===== config.mk =====
export PLATFORM = sky130hd
export DESIGN_NAME = instr_encoder_loader
export DESIGN_NICKNAME = d
export VERILOG_FILES = /design/src/rtl/instr_encoder_loader.sv
export SDC_FILE = /design/constraint.sdc
export NUM_CORES = 1
export LEC_CHECK = 0
export ABC_CLOCK_PERIOD_IN_PS = 3600
export CAP_MARGIN = 0
export CORE_MARGIN = 2
export CORE_UTILIZATION = 52
export CTS_BUF_LIST = sky130_fd_sc_hd__clkbuf_4 sky130_fd_sc_hd__clkbuf_8
export CTS_CLUSTER_SIZE = 12
export DETAILED_ROUTE_END_ITERATION = 7
export PLACE_DENSITY_LB_ADDON = 0.12
export SETUP_SLACK_MARGIN = 0.02
export SLEW_MARGIN = 20
export SYNTH_ARGS = -nofsm -noshare
export SYNTH_HDL_FRONTEND = slang
export SYNTH_SLANG_ARGS = --single-unit

===== constraint.sdc =====
create_clock -name clk -period 3.6 [get_ports clk]
set_clock_uncertainty 0.05 [all_clocks]
set_input_delay 0.54 -clock clk [delete_from_list [all_inputs] [get_ports clk]]
set_output_delay 0.54 -clock clk [all_outputs]
set_load 0.02 [all_outputs]

===== src/rtl/instr_encoder_loader.sv =====
// Encodes LEGv8 instruction fields into 32-bit words and writes them
// sequentially into instruction memory (IDLE -> ENC -> WR per word).
module instr_encoder_loader #(
  parameter int ADDR_W    = 6,
  parameter int BASE_ADDR = 0
) (
  input  logic              clk,
  input  logic              reset,
  input  logic              start,
  input  logic              in_valid,
  output logic              in_ready,
  input  logic [2:0]        in_op,
  input  logic [4:0]        in_rd,
  input  logic [4:0]        in_rn,
  input  logic [4:0]        in_rm,
  input  logic [18:0]       in_imm,
  output logic              imem_we,
  output logic [ADDR_W-1:0] imem_addr,
  output logic [31:0]       imem_wdata,
  output logic [ADDR_W:0]   count,
  output logic              full,
  output logic              err
);

  typedef enum logic [1:0] {
    S_IDLE = 2'd0,
    S_ENC  = 2'd1,
    S_WR   = 2'd2
  } state_e;

  localparam logic [ADDR_W-1:0] BASE  = ADDR_W'(BASE_ADDR);
  localparam logic [ADDR_W:0]   DEPTH = {1'b1, {ADDR_W{1'b0}}};

  state_e            state_q;
  logic              we_q;
  logic [ADDR_W-1:0] addr_q;
  logic [31:0]       wdata_q;
  logic [ADDR_W:0]   count_q;
  logic              err_q;
  logic [2:0]        op_q;
  logic [4:0]        rd_q;
  logic [4:0]        rn_q;
  logic [4:0]        rm_q;
  logic [18:0]       imm_q;
  logic              handshake_d;

  // D-format offsets must fit in 9 signed bits; op 7 is reserved.
  function automatic logic is_illegal(input logic [2:0] op, input logic [18:0] imm);
    logic d_fmt;
    d_fmt = (op == 3'd4) || (op == 3'd5);
    return (op == 3'd7) || (d_fmt && (imm[18:9] != {10{imm[8]}}));
  endfunction

  function automatic logic [31:0] encode(input logic [2:0] op, input logic [4:0] rd,
                                         input logic [4:0] rn, input logic [4:0] rm,
                                         input logic [18:0] imm);
    logic [31:0] w;
    case (op)
      3'd0:    w = {11'b10001011000, rm, 6'b000000, rn, rd};
      3'd1:    w = {11'b11001011000, rm, 6'b000000, rn, rd};
      3'd2:    w = {11'b10001010000, rm, 6'b000000, rn, rd};
      3'd3:    w = {11'b10101010000, rm, 6'b000000, rn, rd};
      3'd4:    w = {11'b11111000010, imm[8:0], 2'b00, rn, rd};
      3'd5:    w = {11'b11111000000, imm[8:0], 2'b00, rn, rd};
      3'd6:    w = {8'b10110100, imm, rd};
      default: w = 32'd0;
    endcase
    return w;
  endfunction

  assign full        = (count_q == DEPTH);
  assign in_ready    = (state_q == S_IDLE) && !full && !start;
  assign handshake_d = in_valid && in_ready;

  assign imem_we    = we_q;
  assign imem_addr  = addr_q;
  assign imem_wdata = wdata_q;
  assign count      = count_q;
  assign err        = err_q;

  // Load FSM: sample fields, build the word, then strobe it into memory.
  always_ff @(posedge clk or posedge reset) begin
    if (reset) begin
      state_q <= S_IDLE;
      we_q    <= 1'b0;
      addr_q  <= BASE;
      wdata_q <= 32'd0;
      count_q <= '0;
      err_q   <= 1'b0;
      op_q    <= 3'd0;
      rd_q    <= 5'd0;
      rn_q    <= 5'd0;
      rm_q    <= 5'd0;
      imm_q   <= 19'd0;
    end else begin
      case (state_q)
        S_IDLE: begin
          we_q <= 1'b0;
          if (start) begin
            count_q <= '0;
            addr_q  <= BASE;
            err_q   <= 1'b0;
          end else if (handshake_d) begin
            if (is_illegal(in_op, in_imm)) begin
              err_q <= 1'b1;
            end else begin
              op_q    <= in_op;
              rd_q    <= in_rd;
              rn_q    <= in_rn;
              rm_q    <= in_rm;
              imm_q   <= in_imm;
              state_q <= S_ENC;
            end
          end
        end
        S_ENC: begin
          wdata_q <= encode(op_q, rd_q, rn_q, rm_q, imm_q);
          we_q    <= 1'b1;
          state_q <= S_WR;
        end
        S_WR: begin
          we_q    <= 1'b0;
          count_q <= count_q + {{ADDR_W{1'b0}}, 1'b1};
          addr_q  <= addr_q + {{(ADDR_W-1){1'b0}}, 1'b1};
          state_q <= S_IDLE;
        end
        default: begin
          we_q    <= 1'b0;
          state_q <= S_IDLE;
        end
      endcase
    end
  end

endmodule


* After elaboration in Yosys (flattened, before gate mapping) *
Index checks and enable logic that the tools add are counted.
W data, S select, Z words.

word-level totals
  register bits = 86
  input bits = 41
  logic and storage cells = 62

operators by class
  add/subtract/negate cells = 2
  equal/unequal tests = 17
  mux-type cells = 13
  bitwise gates (word level) = 2
  reduce and logical (&&, ||, !) cells = 17

operator list
  cell                   number
  $pmux W32 S7           1
  $eq A3 B3 Y1 const B   6
  $pmux W7 S2            1
  $pmux W6 S2            1
  $ne A10 B10 Y1         1
  $ne A2 B2 Y1 const B   4
  $add A7 B1 Y7 const B  1
  $eq A7 B7 Y1 const B   1
  $mux W7                1
  $add A6 B1 Y6 const B  1
  $eq A3 B2 Y1 const B   2
  $mux W2                3
  $mux W6                1
  $reduce_and A3 Y1      2
  $reduce_bool A2 Y1     3
  $logic_and A1 B1 Y1    4
  $mux W1                4
  $pmux W2 S2            1
  $reduce_and A4 Y1      1
  $eq A3 B1 Y1 const B   1
  $logic_not A3 Y1       1
  $eq A2 B1 Y1 const B   1
  $eq A2 B2 Y1 const B   1
  $logic_not A1 Y1       2
  4 further kinds        6

* Logic depth before layout (Yosys ltp) *
Gate-level depths: netlist (run 1).

  word-level depth = 8
  gate-level depth with buffers = 9
  gate-level depth less buffers = 7

* Least setup slack after synthesis (run 1) *
OpenSTA, ideal clock, no wires.

  path kind = reg2reg
  from = register count_q[0] (netlist: count[0])
  to = register imm_q[10]
  setup time = 0.125 ns
  data arrival time = 2.262 ns
  required time = 3.425 ns
  setup slack = 1.162 ns
  stages on the path, launching flop included = 10
  period minus slack after synthesis = 2.438 ns
  cell sequence = dfrtp_1 > inv_1 > ha_1 > or4b_4 > nor2_4 > and3b_1 > buf_6 > o21ai_4 > buf_12 > mux2_4

between the ends
  word-level cells in the longest chain between the ends = 6

RTL lines
  element                             line  source
  start: declaration                  38    logic [ADDR_W:0] count_q;
  start signal: assignment            123   count_q <= count_q + {{ADDR_W{1'b0}}, 1'b1};
  $eq A7 B7 Y1                        71    assign full = (count_q == DEPTH);
  via full                            21    output logic full,
  $logic_not A1 Y1                    72    assign in_ready = (state_q == S_IDLE) && !full && !start;
  $logic_and A1 B1 Y1 (2 in a row)    72
  $logic_and A1 B1 Y1                 73    assign handshake_d = in_valid && in_ready;
  $reduce_and A4 Y1 (no source line)  n/a
  end signal: assignment              111   imm_q <= in_imm;
  end: declaration                    44    logic [18:0] imm_q;

The timed path passes the listed nets, and every way through them passes these cells.
A chain may end at the register's enable or synchronous reset.

* Worst setup path in the final report (run 1) *
  from = register count_q[0] (netlist: count[0])
  to = output port in_ready

between the ends
  word-level cells in the longest chain between the ends = 4

RTL lines
  element                           line  source
  $eq A7 B7 Y1                      71
  $logic_not A1 Y1                  72
  $logic_and A1 B1 Y1 (2 in a row)  72
  end: declaration                  11    output logic in_ready,

Every way passes these cells.

==> results of run 1 <==
state kept, by name, summed over array words and instances (netlist names):
register	cells
imm_q	19
state_q	2
imem_addr	6
err	1
count	7
rm_q	5
op_q	3
imem_we	1
imem_wdata	32
rn_q	5
rd_q	5
stage by stage:
step	power [mW]	instances	setup slack [ns]
floorplan	1.801	340	0.7882
global placement	2.144	515	0.4720
detailed placement	2.158	515	0.4582
CTS	2.816	530	0.6356
global route	2.949	531	0.5423
finish	2.799	531	0.6536
path summary, 6_finish.rpt:
path | start | end
setup reg to reg | count[0] | rd_q[3]
max in group asynchronous | reset | imem_wdata[9]
min in group asynchronous | reset | imem_wdata[21]
hold / removal | imem_wdata[11] | imem_wdata[11]
setup / recovery | count[0] | in_ready
hold reg to reg | imem_wdata[11] | imem_wdata[11]
layout make-up:
class	count	area, sq um	area share [%]
clock inverters	4	48.80	0.9627
multi-input cells	218	1568	30.93
clock buffers	11	138.9	2.740
repair buffers	95	968.4	19.11
flip-flops and latches	86	2152	42.46
inverters	18	68.82	1.358
well taps	99	123.9	2.444
synth_stat cells, types with 2 or more instances:
| master | count | area (sq um) |
|---|---|---|
| nand2b_1 | 3 | 18.77 |
| nor2_1 | 18 | 67.56 |
| clkbuf_1 | 14 | 52.55 |
| buf_12 | 3 | 60.06 |
| nor3b_1 | 2 | 15.01 |
| o21ai_0 | 13 | 65.06 |
| nor4_1 | 2 | 12.51 |
| o31ai_1 | 2 | 15.01 |
| dfrtp_1 | 86 | 2152 |
| o211ai_1 | 7 | 52.55 |
| ha_1 | 3 | 37.54 |
| o221ai_1 | 5 | 43.79 |
| nor2b_1 | 2 | 12.51 |
| nand4_1 | 4 | 25.02 |
| and2_1 | 2 | 12.51 |
| a22o_1 | 10 | 87.58 |
| xor2_1 | 4 | 35.03 |
| xnor2_1 | 6 | 52.55 |
| inv_1 | 17 | 63.81 |
| a31oi_1 | 4 | 25.02 |
| nor3_1 | 7 | 35.03 |
| a21oi_1 | 6 | 30.03 |
| o22ai_1 | 4 | 25.02 |
| nand2_1 | 53 | 198.9 |
| mux2_2 | 5 | 56.30 |
| mux2_4 | 29 | 435.4 |
| nand3_1 | 11 | 55.05 |
| and3_2 | 2 | 15.01 |
tightest hold or removal path, delay by kind of cell (launching register included):
family | cells | cell delay (ns)
and+or+nand+nor | 2 | 0.10
DFF | 1 | 0.34
cell families (layout without fill, tap and decap cells):
| logic type | after synthesis | after routing | synth area share, % |
|---|---|---|---|
| simple gates | 113 | 113 | 13.62 |
| flops | 86 | 86 | 55.11 |
| compound gates | 57 | 57 | 10.32 |
| buf+inv | 36 | 128 | 4.902 |
| mux | 35 | 35 | 12.85 |
| xor+xnor | 10 | 10 | 2.243 |
| fa+ha+maj | 3 | 3 | 0.9613 |
power by group through the flow:
stage | clock (mW) | combinational (mW) | sequential (mW)
after detailed placement | 0 | 0.802 | 1.36
after floorplan | 0 | 0.390 | 1.41
after global placement | 0 | 0.787 | 1.36
after CTS | 0.670 | 0.805 | 1.34
final | 0.655 | 0.799 | 1.34
after global routing | 0.708 | 0.865 | 1.38
metal layers:
metal  vias to the layer above  track usage [%]  routed length (microns)
met2                        67            30.97                     3770
met3                         9            6.177                      412
met4                         0            5.641                       91
met1                      1379            30.90                     4003
li1                       1358                -                        -
met5                         -                0                        0
==> impl_results.md, run 1 <==
- Vias per cell: 5.298
- Clock power share: 23.4%
- Seq pwr share: 48.0%
- R2r setup slk: 0.91 ns
- Distinct cell type count of the synthesized netlist: 44
- Starting Density: 53.84%
- Critical path, cell by cell: inv_1, ha_1, or4b_4, nor2_4, and2b_2, clkdlybuf4s50_1
- Vias: 2813
- CTS tree: done
- First-pass GRT wire length: 13890 microns
- First drt pass iteration count: 4
- Max Cap Violations: 0
- Die width: 90.66 microns
- FMAX: 0.3394 GHz
- Worst-skew pair later-pin latency: 0.35 ns
- Antenna Cells: 0
- Sw Ratio: 30.75%
- Max incr delay on CP: 0.53 ns
- Number of DRC markers in iteration 0: 206
- Cell Pwr Density: 552.1 mW/mm^2
- Worst path slowest cell: clkdlybuf4s50_1
- Hold buffers post-CTS: 0
- DP Wirelength: 5772 microns
- Crit-path max FO: 6
- Synth Register Bits: 86
- Clock transition at path regs: 0.08 ns
- Syn avg cell area: 11.49 sq um
- Final critical-path required period: 2.946 ns
- Vias in the first global route: 2751
- Cell count after synthesis: 340
- WS Path Type: reg2out
- CP bufs+invs: 2
- Comb power frac: 28.6%
- Port buffer count: 89
- # rows: 31
- CP Depth: 6
- Internal: 1.938 mW
- Routed WL: 8277 microns
- Status: finished clean
- Crit end category: primary output
- Largest net degree at the start of global routing: 49
- Post-cts sizing count: 0
- DRC viols: 0
- Post-synth top flop: dfrtp_1
- Die Height: 90.66 microns
- Final hold vios: 0
- Most common cell after layout, fill and taps aside: clkdlybuf4s50_1
- Syn Std Cell Area: 0.003905 sq mm
- Reg2reg path depth: 9
- Hold depth: 2
- Final setup fails: 0
- Max IR drop VDD: 0.3304 mV
- Filler Cells Inserted: 562
- Total gr overflow: 0
- Slew HR: 47.22%
- Clock buffer count from CTS: 9
- # IOs: 90
- Gpl congestion: 0.7874
- Tcrit/Tclk final: 81.84%
- Unrepaired setup endpoints after global routing: false
- HP Class: reg2reg
- Core ar.: 0.007253 sq mm
- Die area: 0.008218 sq mm
- Post-DP Area: 0.004847 sq mm
- Final TNS setup: 0 ns
- Setup bufs post-CTS: 0
- Initial antenna violation count: 0
- Worst-Margin Slew: 0.7916 ns
- Delay-heaviest family, CP: simple AND/OR/NAND/NOR gates
- Mapped Nets: 384
- Layout Nets: 472
- WL/cell: 15.59 microns
- Sink Count: 86
- Most frequent cells in the layout: clkdlybuf4s50_1 (89), dfrtp_1 (86), nand2_1 (53), mux2_4 (29), nor2_1 (18)
- Crit start category: flip-flop
- Net Sw Power: 0.8606 mW
- Post-route ant nets: 0
- Worst Path Arrival: 2.36 ns
- Util after Layout: 69.88%
- Area growth from synthesis to layout: 29.80%
- Root Driver: clkbuf_8
- Leakage: 2.350 nW
- Yosys Warn Count: 0
- Count of pins over their slew limit: 0
- All-Layer GR Usage: 21.14%
- Async S/R FF share, synth: 100.0%
- Longest Clk Path Bufs: 2
- Crit path required time: 3.01 ns
- Post-synth EDFFs: 0
- Final hold slack: 0.4187 ns
- Share of cells above drive strength 1: 15.05%
- H-tree level count: 3
- Sequential area share after synthesis: 55.11%
- Post-layout instance area: 0.005069 sq mm
Note: power is estimated with default switching activity, not from simulation.
==> run 2, diff against run 1 <==
--- a/config.mk
+++ b/config.mk
@@ -5,10 +5,10 @@
 export SDC_FILE = /design/constraint.sdc
 export NUM_CORES = 1
 export LEC_CHECK = 0
-export ABC_CLOCK_PERIOD_IN_PS = 3600
+export ABC_CLOCK_PERIOD_IN_PS = 2400
 export CAP_MARGIN = 0
 export CORE_MARGIN = 2
-export CORE_UTILIZATION = 52
+export CORE_UTILIZATION = 47
 export CTS_BUF_LIST = sky130_fd_sc_hd__clkbuf_4 sky130_fd_sc_hd__clkbuf_8
 export CTS_CLUSTER_SIZE = 12
 export DETAILED_ROUTE_END_ITERATION = 7
==> constraint.sdc (replaced) <==
create_clock -name clk -period 2.4 [get_ports clk]
set_clock_uncertainty 0.05 [all_clocks]
set_input_delay 0.36 -clock clk [delete_from_list [all_inputs] [get_ports clk]]
set_output_delay 0.36 -clock clk [all_outputs]
set_load 0.02 [all_outputs]
==> run 2 against run 1 <==
  * Critical endpoint unchanged
  * Largest cell class unchanged
  * Combinational power grew 63%
  * Cell area grew 4.8%
  * Worst setup slack lost 0.58 ns
  * Count of clock-buffer cells in the layout is the same
  * Global-route usage grew 0.080 points
  * Sequential cell count is the same
  * Power grew 61%
  * Sequential power grew 46%
==> impl_results.md, run 2 (synthesis results as in run 1) <==
- Status: finished clean
- FMAX: 0.4294 GHz
- # IOs: 90 (unchanged)
- Final hold slack: 0.3226 ns (-0.09610 ns)
- H-tree level count: 3 (unchanged)
- Die Height: 95.15 microns (+5.0%)
- WL/cell: 15.59 microns (about the same)
- Gpl congestion: 0.7961 (+1.1%)
- Clock transition at path regs: 0.09 ns (about the same)
- Hold buffers post-CTS: 0 (unchanged)
- Worst-skew pair later-pin latency: 0.37 ns (+0.02 ns)
- Vias per cell: 5.164 (-2.5%)
- Util after Layout: 65.31% (-4.6 points)
- All-Layer GR Usage: 21.22% (+0.080 points)
- Root Driver: clkbuf_8
- Final setup fails: 0 (unchanged)
- Die area: 0.009054 sq mm (+10%)
- Uppermost layer routed: met4
- Crit end category: primary output
- Longest Clk Path Bufs: 2 (unchanged)
- Total Power: 4.512 mW (+61%)
- Final critical-path required period: 2.329 ns
- # rows: 33 (+6.5%)
- Share of cells above drive strength 1: 20.61% (+5.6 points)
- Clock buffer count from CTS: 9 (unchanged)
- DP Worst Slack: -0.02030 ns (-0.4785 ns)
- HP Class: in2async
- DP Wirelength: 6258 microns (+8.4%)
- Most common cell after layout, fill and taps aside: clkdlybuf4s50_1
- Crit path required time: 1.99 ns (-1.02 ns)
- Core ar.: 0.008134 sq mm (+12%)
- Max Cap Violations: 0 (unchanged)
- Starting Density: 48.01% (-5.8 points)
- Antenna Cells: 0 (unchanged)
- Reg area: 0.002155 sq mm (+0.12%)
- Most frequent cells in the layout: clkdlybuf4s50_1 (87), dfrtp_1 (84), nand2_1 (53), mux2_4 (29), buf_4 (26)
- Post-DP Area: 0.005060 sq mm (+4.4%)
- Area growth from synthesis to layout: 36.05%
- Max IR drop VDD: 0.4652 mV (+41%)
- Filler Cells Inserted: 649 (+15%)
- Max FFs per register: 32 (unchanged)
- Worst setup margin: 0.07135 ns (-0.5823 ns)
- Post-layout instance area: 0.005313 sq mm (+4.8%)
- Slew HR: 59.32% (+12 points)
- Crit start category: flip-flop
- Leakage: 2.486 nW (+5.8%)
- Met2 WL post-DR: 4319 microns (+15%)
- Post-route ant nets: 0 (unchanged)
- Worst-Margin Slew: 0.6074 ns (-0.1843 ns)
- Largest net degree at the start of global routing: 43 (-12%)
- Port buffer count: 89 (unchanged)
- First-pass GRT wire length: 14610 microns (+5.2%)
- WS Path Type: reg2out
- Die width: 95.15 microns (+5.0%)
- Final hold vios: 0 (unchanged)
- Layout Nets: 495 (+4.9%)
- Worst Path Arrival: 1.92 ns (-0.44 ns)
- Initial antenna violation count: 0 (unchanged)
- WL met3: 318 microns (-23%)
- Vias: 2897 (+3.0%)
- Total gr overflow: 0 (unchanged)
- Reg2reg path depth: 8 (-1)
- Sink Count: 86 (unchanged)
- DRT met1 WL: 4024 microns (+0.52%)
- First drt pass iteration count: 5 (+1)
- CTS tree: done
- Unrepaired setup endpoints after global routing: true
- Count of pins over their slew limit: 0 (unchanged)
- Multi-input logic area: 0.001564 sq mm (-0.24%)
- Cell Pwr Density: 849.3 mW/mm^2 (+54%)
- DRC viols: 0 (unchanged)
- Number of DRC markers in iteration 0: 113 (-45%)
- Tcrit/Tclk final: 97.03%
- Crit-path max FO: 3 (-3)
- Routed WL: 8748 microns (+5.7%)
- Vias in the first global route: 2993 (+8.8%)
==> run 2: cell count changes in the layout (fill, tap and decap cells not counted), moves of 2 or more <==
cell             delta
bufinv_16           +2
buf_12              +2
dfrtp_2             +2
dfrtp_1             -2
inv_1               -2
inv_2               +2
clkinvlp_4          +2
buf_4              +22
clkinv_2            -3
clkdlybuf4s50_1     -2
==> run 2: timing repair <==
| action | CTS | global route |
|---|---|---|
| pin swaps | 1 | 0 |
| setup endpoints to repair | 2 | 1 |
| gates resized for setup | 5 | 0 |
| setup buffers | 0 | 1 |
| cloned | 0 | 0 |
==> run 2: worst paths after layout <==
kind / startpoint / endpoint / slack [ns]
max: count[1] / in_ready / 0.07
max reg2reg: count[1] / rm_q[4] / 0.09
min reg2reg: imem_wdata[10] / imem_wdata[10] / 0.42
min in group clk: imem_wdata[10] / imem_wdata[10] / 0.42
min: reset / imem_we / 0.32
max in group asynchronous: reset / imem_wdata[20] / 1.44
==> run 2: worst max-delay path, cell delays in order (launching register included) <==
cell	delay, ns
dfrtp_2	0.42
inv_2	0.06
ha_1	0.13
or4b_4	0.47
nor2_4	0.11
and2b_2	0.22
buf_2	0.15
==> run 2: metal layers <==
layer,global-route usage [%],vias up
met1,28.82,1426
li1,-,1402
met4,8.213,0
met5,0,-
met3,4.111,8
met2,33.74,61
==> run 2: final cells by class <==
cell class	count	share of cell area [%]
flip-flops and latches	86	40.56
multi-input cells	218	29.44
repair buffers	118	21.46
clock buffers	11	2.732
well taps	105	2.473
clock inverters	5	2.002
inverters	18	1.342
==> run 2: power breakdown <==
group	switching, mW	internal [mW]	leakage [nW]
combinational	0.609	0.692	1.28
sequential	0.202	1.75	1.08
clock	0.522	0.733	0.123
==> run 2: through the flow <==
stage / setup TNS [ns] / instances
detailed placement: -0.2474 / 544
CTS: 0 / 560
global placement: 0 / 544
global route: 0 / 561
floorplan: -0.5646 / 340
finish: 0 / 561
